[src/rtl/uart_transmitter_if.sv]
// uart_transmitter_if: valid/ready byte port between a producer and the UART transmitter
//   data_in        byte offered by the producer
//   data_in_valid  producer offers data_in this cycle
//   data_in_ready  transmitter accepts data_in this cycle
interface uart_transmitter_if;
  logic [7:0] data_in;
  logic       data_in_valid;
  logic       data_in_ready;
  modport master (output data_in, data_in_valid, input data_in_ready);
  modport slave  (input data_in, data_in_valid, output data_in_ready);
endinterface

[src/rtl/uart_transmitter.sv]
// uart_transmitter: 8N1 UART TX with a byte FIFO fed by a valid/ready port, back-to-back frames
//   clk           system clock, rising edge
//   rst           asynchronous reset, active low
//   in_if         slave side of the byte push port (data_in / data_in_valid / data_in_ready)
//   serial_out_o  registered TX line, idle high
//   busy_o        frame in progress or FIFO non-empty
//   fifo_count_o  bytes queued, excluding the frame being sent
module uart_transmitter #(
  parameter int CLK_FREQ   = 50_000_000,
  parameter int BAUD       = 115200,
  parameter int FIFO_DEPTH = 4
) (
  input  logic                          clk,
  input  logic                          rst,
  uart_transmitter_if.slave             in_if,
  output logic                          serial_out_o,
  output logic                          busy_o,
  output logic [$clog2(FIFO_DEPTH):0]   fifo_count_o
);
  localparam int CPB = CLK_FREQ / BAUD;
  localparam int CW  = (CPB > 1) ? $clog2(CPB) : 1;
  localparam int AW  = $clog2(FIFO_DEPTH);
  if (CPB < 2 || FIFO_DEPTH < 2 || (FIFO_DEPTH & (FIFO_DEPTH - 1)) != 0) begin : g_bad_param
    $error("uart_transmitter: need CLK_FREQ/BAUD >= 2 and FIFO_DEPTH a power of two >= 2");
  end
  typedef enum logic [1:0] {IDLE, START, DATA, STOP} state_t;
  state_t          state_q, state_d;
  logic [CW-1:0]   baud_q, baud_d;
  logic [2:0]      bit_q, bit_d;
  logic [7:0]      shift_q, shift_d;
  logic            tx_q, tx_d;
  logic [7:0]      mem_q [FIFO_DEPTH];
  logic [AW-1:0]   wr_q, rd_q;
  logic [AW:0]     cnt_q;
  logic            push, pop, full, baud_last;
  assign full                = cnt_q == (AW+1)'(FIFO_DEPTH);
  // ready is gated by rst so nothing is accepted while reset is held
  assign in_if.data_in_ready = !full && rst;
  assign push                = in_if.data_in_valid && in_if.data_in_ready;
  assign baud_last           = baud_q == CW'(CPB - 1);
  assign serial_out_o        = tx_q;
  assign busy_o              = state_q != IDLE || cnt_q != '0;
  assign fifo_count_o        = cnt_q;
  // tx_d is the line value for the next cycle, so serial_out stays a pure flop output
  always_comb begin
    state_d = state_q;
    baud_d  = baud_q + CW'(1);
    bit_d   = bit_q;
    shift_d = shift_q;
    tx_d    = tx_q;
    pop     = 1'b0;
    case (state_q)
      IDLE: begin
        baud_d = '0;
        if (cnt_q != '0) begin
          pop     = 1'b1;
          state_d = START;
          shift_d = mem_q[rd_q];
          tx_d    = 1'b0;
        end
      end
      START: if (baud_last) begin
        state_d = DATA;
        bit_d   = '0;
        baud_d  = '0;
        tx_d    = shift_q[0];
      end
      DATA: if (baud_last) begin
        baud_d  = '0;
        bit_d   = bit_q + 3'd1;
        shift_d = {1'b0, shift_q[7:1]};
        tx_d    = (bit_q == 3'd7) ? 1'b1 : shift_q[1];
        state_d = (bit_q == 3'd7) ? STOP : DATA;
      end
      STOP: if (baud_last) begin
        baud_d  = '0;
        pop     = cnt_q != '0;
        state_d = pop ? START : IDLE;
        tx_d    = !pop;
        shift_d = pop ? mem_q[rd_q] : shift_q;
      end
      default: state_d = IDLE;
    endcase
  end
  always_ff @(posedge clk or negedge rst) begin
    if (!rst) begin
      state_q <= IDLE;
      baud_q  <= '0;
      bit_q   <= '0;
      shift_q <= '0;
      tx_q    <= 1'b1;
      wr_q    <= '0;
      rd_q    <= '0;
      cnt_q   <= '0;
    end else begin
      state_q <= state_d;
      baud_q  <= baud_d;
      bit_q   <= bit_d;
      shift_q <= shift_d;
      tx_q    <= tx_d;
      wr_q    <= wr_q + AW'(push);
      rd_q    <= rd_q + AW'(pop);
      cnt_q   <= cnt_q + (AW+1)'(push) - (AW+1)'(pop);
    end
  end
  always_ff @(posedge clk) begin
    if (push) mem_q[wr_q] <= in_if.data_in;
  end
endmodule
[src/flat_wrapper.sv]
// flat-port wrapper written by rule: the top's interface ports become plain ports
module uart_transmitter_flat 
#(
  parameter int CLK_FREQ   = 50_000_000,
  parameter int BAUD       = 115200,
  parameter int FIFO_DEPTH = 4
)
  (clk, rst, serial_out_o, busy_o, fifo_count_o, in_if_data_in, in_if_data_in_valid, in_if_data_in_ready);
  uart_transmitter_if in_if_i ();
  input  logic clk;
  input  logic rst;
  output logic serial_out_o;
  output logic busy_o;
  output logic [$clog2(FIFO_DEPTH):0] fifo_count_o;
  input wire logic [$bits(in_if_i.data_in)-1:0] in_if_data_in;
  input wire logic [$bits(in_if_i.data_in_valid)-1:0] in_if_data_in_valid;
  output wire logic [$bits(in_if_i.data_in_ready)-1:0] in_if_data_in_ready;
  assign in_if_i.data_in = in_if_data_in;
  assign in_if_i.data_in_valid = in_if_data_in_valid;
  assign in_if_data_in_ready = in_if_i.data_in_ready;
  uart_transmitter #(.CLK_FREQ(CLK_FREQ), .BAUD(BAUD), .FIFO_DEPTH(FIFO_DEPTH)) u_core (.clk(clk), .rst(rst), .in_if(in_if_i), .serial_out_o(serial_out_o), .busy_o(busy_o), .fifo_count_o(fifo_count_o));
endmodule
[config.mk]
export PLATFORM = sky130hd
export DESIGN_NAME = uart_transmitter_flat
export DESIGN_NICKNAME = d
export VERILOG_FILES = /design/src/rtl/uart_transmitter_if.sv /design/src/rtl/uart_transmitter.sv /design/src/flat_wrapper.sv
export SDC_FILE = /design/constraint.sdc
export NUM_CORES = 1
export LEC_CHECK = 0
export ABC_AREA = 0
export BUFFER_PORTS_ARGS = -buffer_cell sky130_fd_sc_hd__buf_2
export CAP_MARGIN = 0
export CORE_UTILIZATION = 35
export CTS_BUF_LIST = sky130_fd_sc_hd__clkbuf_8
export DETAILED_ROUTE_END_ITERATION = 6
export PLACE_DENSITY = 0.53
export SYNTH_ARGS = -nofsm -noshare
export SYNTH_HDL_FRONTEND = slang
export SYNTH_SLANG_ARGS = --single-unit
[constraint.sdc]
create_clock -name clk -period 3.34 [get_ports clk]
set_clock_uncertainty 0.1 [all_clocks]
set_input_delay 0.334 -clock clk [delete_from_list [all_inputs] [get_ports clk]]
set_output_delay 0.334 -clock clk [all_outputs]
set_load 0.02 [all_outputs]
==> metrics.md <==
| Metric | Value |
|---|---|
| Max-cap violations | 0 |
| CTS resizes | 0 |
| Die Y | 91.6 um |
| Via/cell ratio | about 4.8 |
| Total power | 2.81 mW |
| Hold Path Class | primary input to flop |
| Final Core Density | 0.415 |
| Crit path arrival time | 2.63 ns |
| Syn Inst Count | 197 |
| Area grow syn2layout | 14.8% |
| GP Congestion | between 0.7 and 0.8 |
| Slew @ Worst Pin | 0.487 ns |
| Core area | 7770 um2 |
| Sequential share of the synthesized area | 0.609 |
| Layout Cells excl Fill | ~330 |
| Status | finished, final reports clean |
| CTS Buf Count | 9 |
| DR pass1 iterations | 4 |
| Routed Antenna Nets | 0 |
| Setup TNS | 0 ns |
| Mean Syn Cell Area | around 14 um2 |
| Pleak | between 1 and 1.5 nW |
| Final Cycle Share | 0.749 |
| Clock root buffer | clkbuf_8 |
| N_diodes | 0 |
| Maximum root-to-sink buffer count | 2 |
| Post-synthesis cell area | 2810 um2 |
| EDFF count, synth | 32 |
| Unrepaired setup endpoints after global routing | false |
| Commonest non-fill, non-tap cell in the layout | edfxtp_1 |
| Worst EP required | 3.47 ns |
| Final Max Tran Viols | 0 |
| Total die area | 8400 um2 |
| Design area | ~3200 um2 |
| Detailed Route Iter0 Violations | ~110 |
| Dpl cells | 316 |
| Number of global-route vias before repair | 1584 |
| Port bufs | 16 |
| Std-Cell Rows | 32 |
| Die Span X | 91.6 um |
| Syn_nets | 222 |
| Max IR drop VDD | 0.000293 V |
| # clock sinks | just over 60 |
| Antenna violations before repair | 0 |
| First-pass GRT wire length | 7730 um |
| Critical Path Start Type | flop |
| H-tree depth | 3 |
| Crit end category | flop |
| Synth warn | 0 |
| WL/cell | ~14 um |
| PD cells | 870 nW/um2 |
| Post-DP Area | around 3000 um2 |
| Top_reg_cell synth | edfxtp_1 |
| Routed vias | 1598 |
| Routed WL | 4710 um |
| Most frequent cells in the layout | 32 x edfxtp_1, 29 x dfrtp_1, 16 x mux2_2, 16 x buf_2 |
| Fraction of layout instances using a drive strength above 1 | 0.290 |
| Fmax | about 400 MHz |
| CP max FO | 5 |
| Clock transition at path regs | 0.07 ns |
| TritonCTS clock tree | yes |
| Async set-reset flop share out of synthesis | 0.484 |
| Yosys reg bits | 62 |
| Final setup violating endpoints | 0 |
| Residual DRC | 0 |
| Final min period | 2.50 ns |
| Netlist cell types | 42 |
| Pin count of the biggest net entering global routing | 31 |
| CP Class | flop to flop |
| Final Hold Violating Endpoints | 0 |
| Fin nets | 251 |
| Total grt overflow | 0 |
| Starting density of the core | 0.362 |
| Slew margin rel. | 0.674 |
| DP Wirelength | 3240 um |
| GRT Resource Usage Total | 0.125 |
| Ports | 17 |
| Clk_lat worst skew | approximately 0.34 ns |
synth_stat cells, types with 2 or more instances:
library cell / number / area [um2]
a21oi_1: 2 / 10.0
edfxtp_1: 32 / 961
inv_1: 11 / 41.3
o21a_1: 2 / 15.0
ha_1: 13 / 163
xnor2_1: 4 / 35.0
o221a_2: 6 / 67.6
mux2i_1: 8 / 80.1
nor3b_1: 2 / 15.0
nor2_1: 13 / 48.8
nand3_1: 3 / 15.0
a32o_1: 2 / 20.0
nand2_1: 12 / 45.0
and3_1: 2 / 12.5
buf_2: 2 / 10.0
nor3_1: 3 / 15.0
nand4_1: 2 / 12.5
a31oi_1: 2 / 12.5
dfrtp_1: 29 / 726
xor2_1: 8 / 70.1
mux2_2: 16 / 180
o21ai_0: 3 / 15.0
stage by stage:
| step | hold slack (ns) | worst slack (ns) |
|---|---|---|
| 6_report | 0.106 | 0.837 |
| 3_3_place_gp | 0.325 | 0.903 |
| 3_5_place_dp | 0.322 | 0.831 |
| 5_1_grt | 0.0906 | 0.652 |
| 4_1_cts | 0.0908 | 0.820 |
| 2_1_floorplan | -0.0616 | 0.927 |
path summary, 6_finish.rpt:
| check | start | to | slack (ns) | cells after the start |
|---|---|---|---|---|
| hold reg to reg | u_core.bit_q[2] | u_core.bit_q[2] | 0.40 | 1 |
| hold / removal | in_if_data_in[5] | u_core.mem_q[1][5] | 0.11 | 1 |
| setup / recovery | u_core.baud_q[1] | u_core.fifo_count_o[2] | 0.84 | 11 |
| max in group asynchronous | rst | u_core.serial_out_o | 2.34 | 3 |
| min in group asynchronous | rst | u_core.bit_q[2] | 0.49 | 3 |
| setup reg to reg | u_core.baud_q[1] | u_core.fifo_count_o[2] | 0.84 | 11 |
logic make-up (layout without fill, tap and decap cells):
| logic type | after synthesis | after routing | synth area share |
|---|---|---|---|
| compound gates | 22 | 22 | 0.0676 |
| xor+xnor | 12 | 12 | 0.0374 |
| fa+ha+maj | 14 | 14 | 0.0650 |
| buf+inv | 16 | 50 | 0.0263 |
| flops | 62 | 62 | 0.609 |
| mux | 25 | 25 | 0.101 |
| simple gates | 46 | 46 | 0.0939 |
routing by layer:
layer  routed length [um]  track usage  up-vias
li1                     -            -      775
met1                 2320        0.159      792
met2                 2120        0.186       21
met3                  171       0.0415       10
met4                  101       0.0675        0
met5                    0            0        -
worst max-delay path, stage by stage, from the launching register on:
cell and delay [ns]:
dfrtp_1 0.42, inv_1 0.07, ha_1 0.14, nand4b_1 0.18, nor3_1 0.29, o21a_1 0.19, ha_1 0.12, inv_1 0.04
ha_1 0.20, fa_1 0.38, xnor2_1 0.14, xnor2_1 0.12
registers in the layout, summed over array words and instances, names as in the netlist:
name,flops
u_core.shift_q,8
u_core.rd_q,2
u_core.fifo_count_o,3
u_core.baud_q,9
u_core.serial_out_o,1
u_core.state_q,2
u_core.wr_q,2
u_core.bit_q,3
u_core.mem_q,32
what timing repair did:
action                                 CTS  global route
endpoints found under the hold margin   29             0
setup buffers                            0             0
hold buffers                             1             0
area by class of cell:
type | count | area, um2
clock buffer | 9 | 124
clock inverter | 7 | 65.1
fill | 740 | 4540
inverter | 12 | 45.0
multi-input combinational | 119 | 1020
sequential | 62 | 1710
tap | 102 | 128
timing repair buffer | 22 | 128
report_power, final:
group | total (mW) | switching (mW) | internal (mW)
logic | 1.03 | 0.519 | 0.513
registers | 1.15 | 0.151 | 0.998
clock network | 0.627 | 0.288 | 0.339
total | 2.81 | 0.958 | 1.85
(Power assumes the default switching activity.)
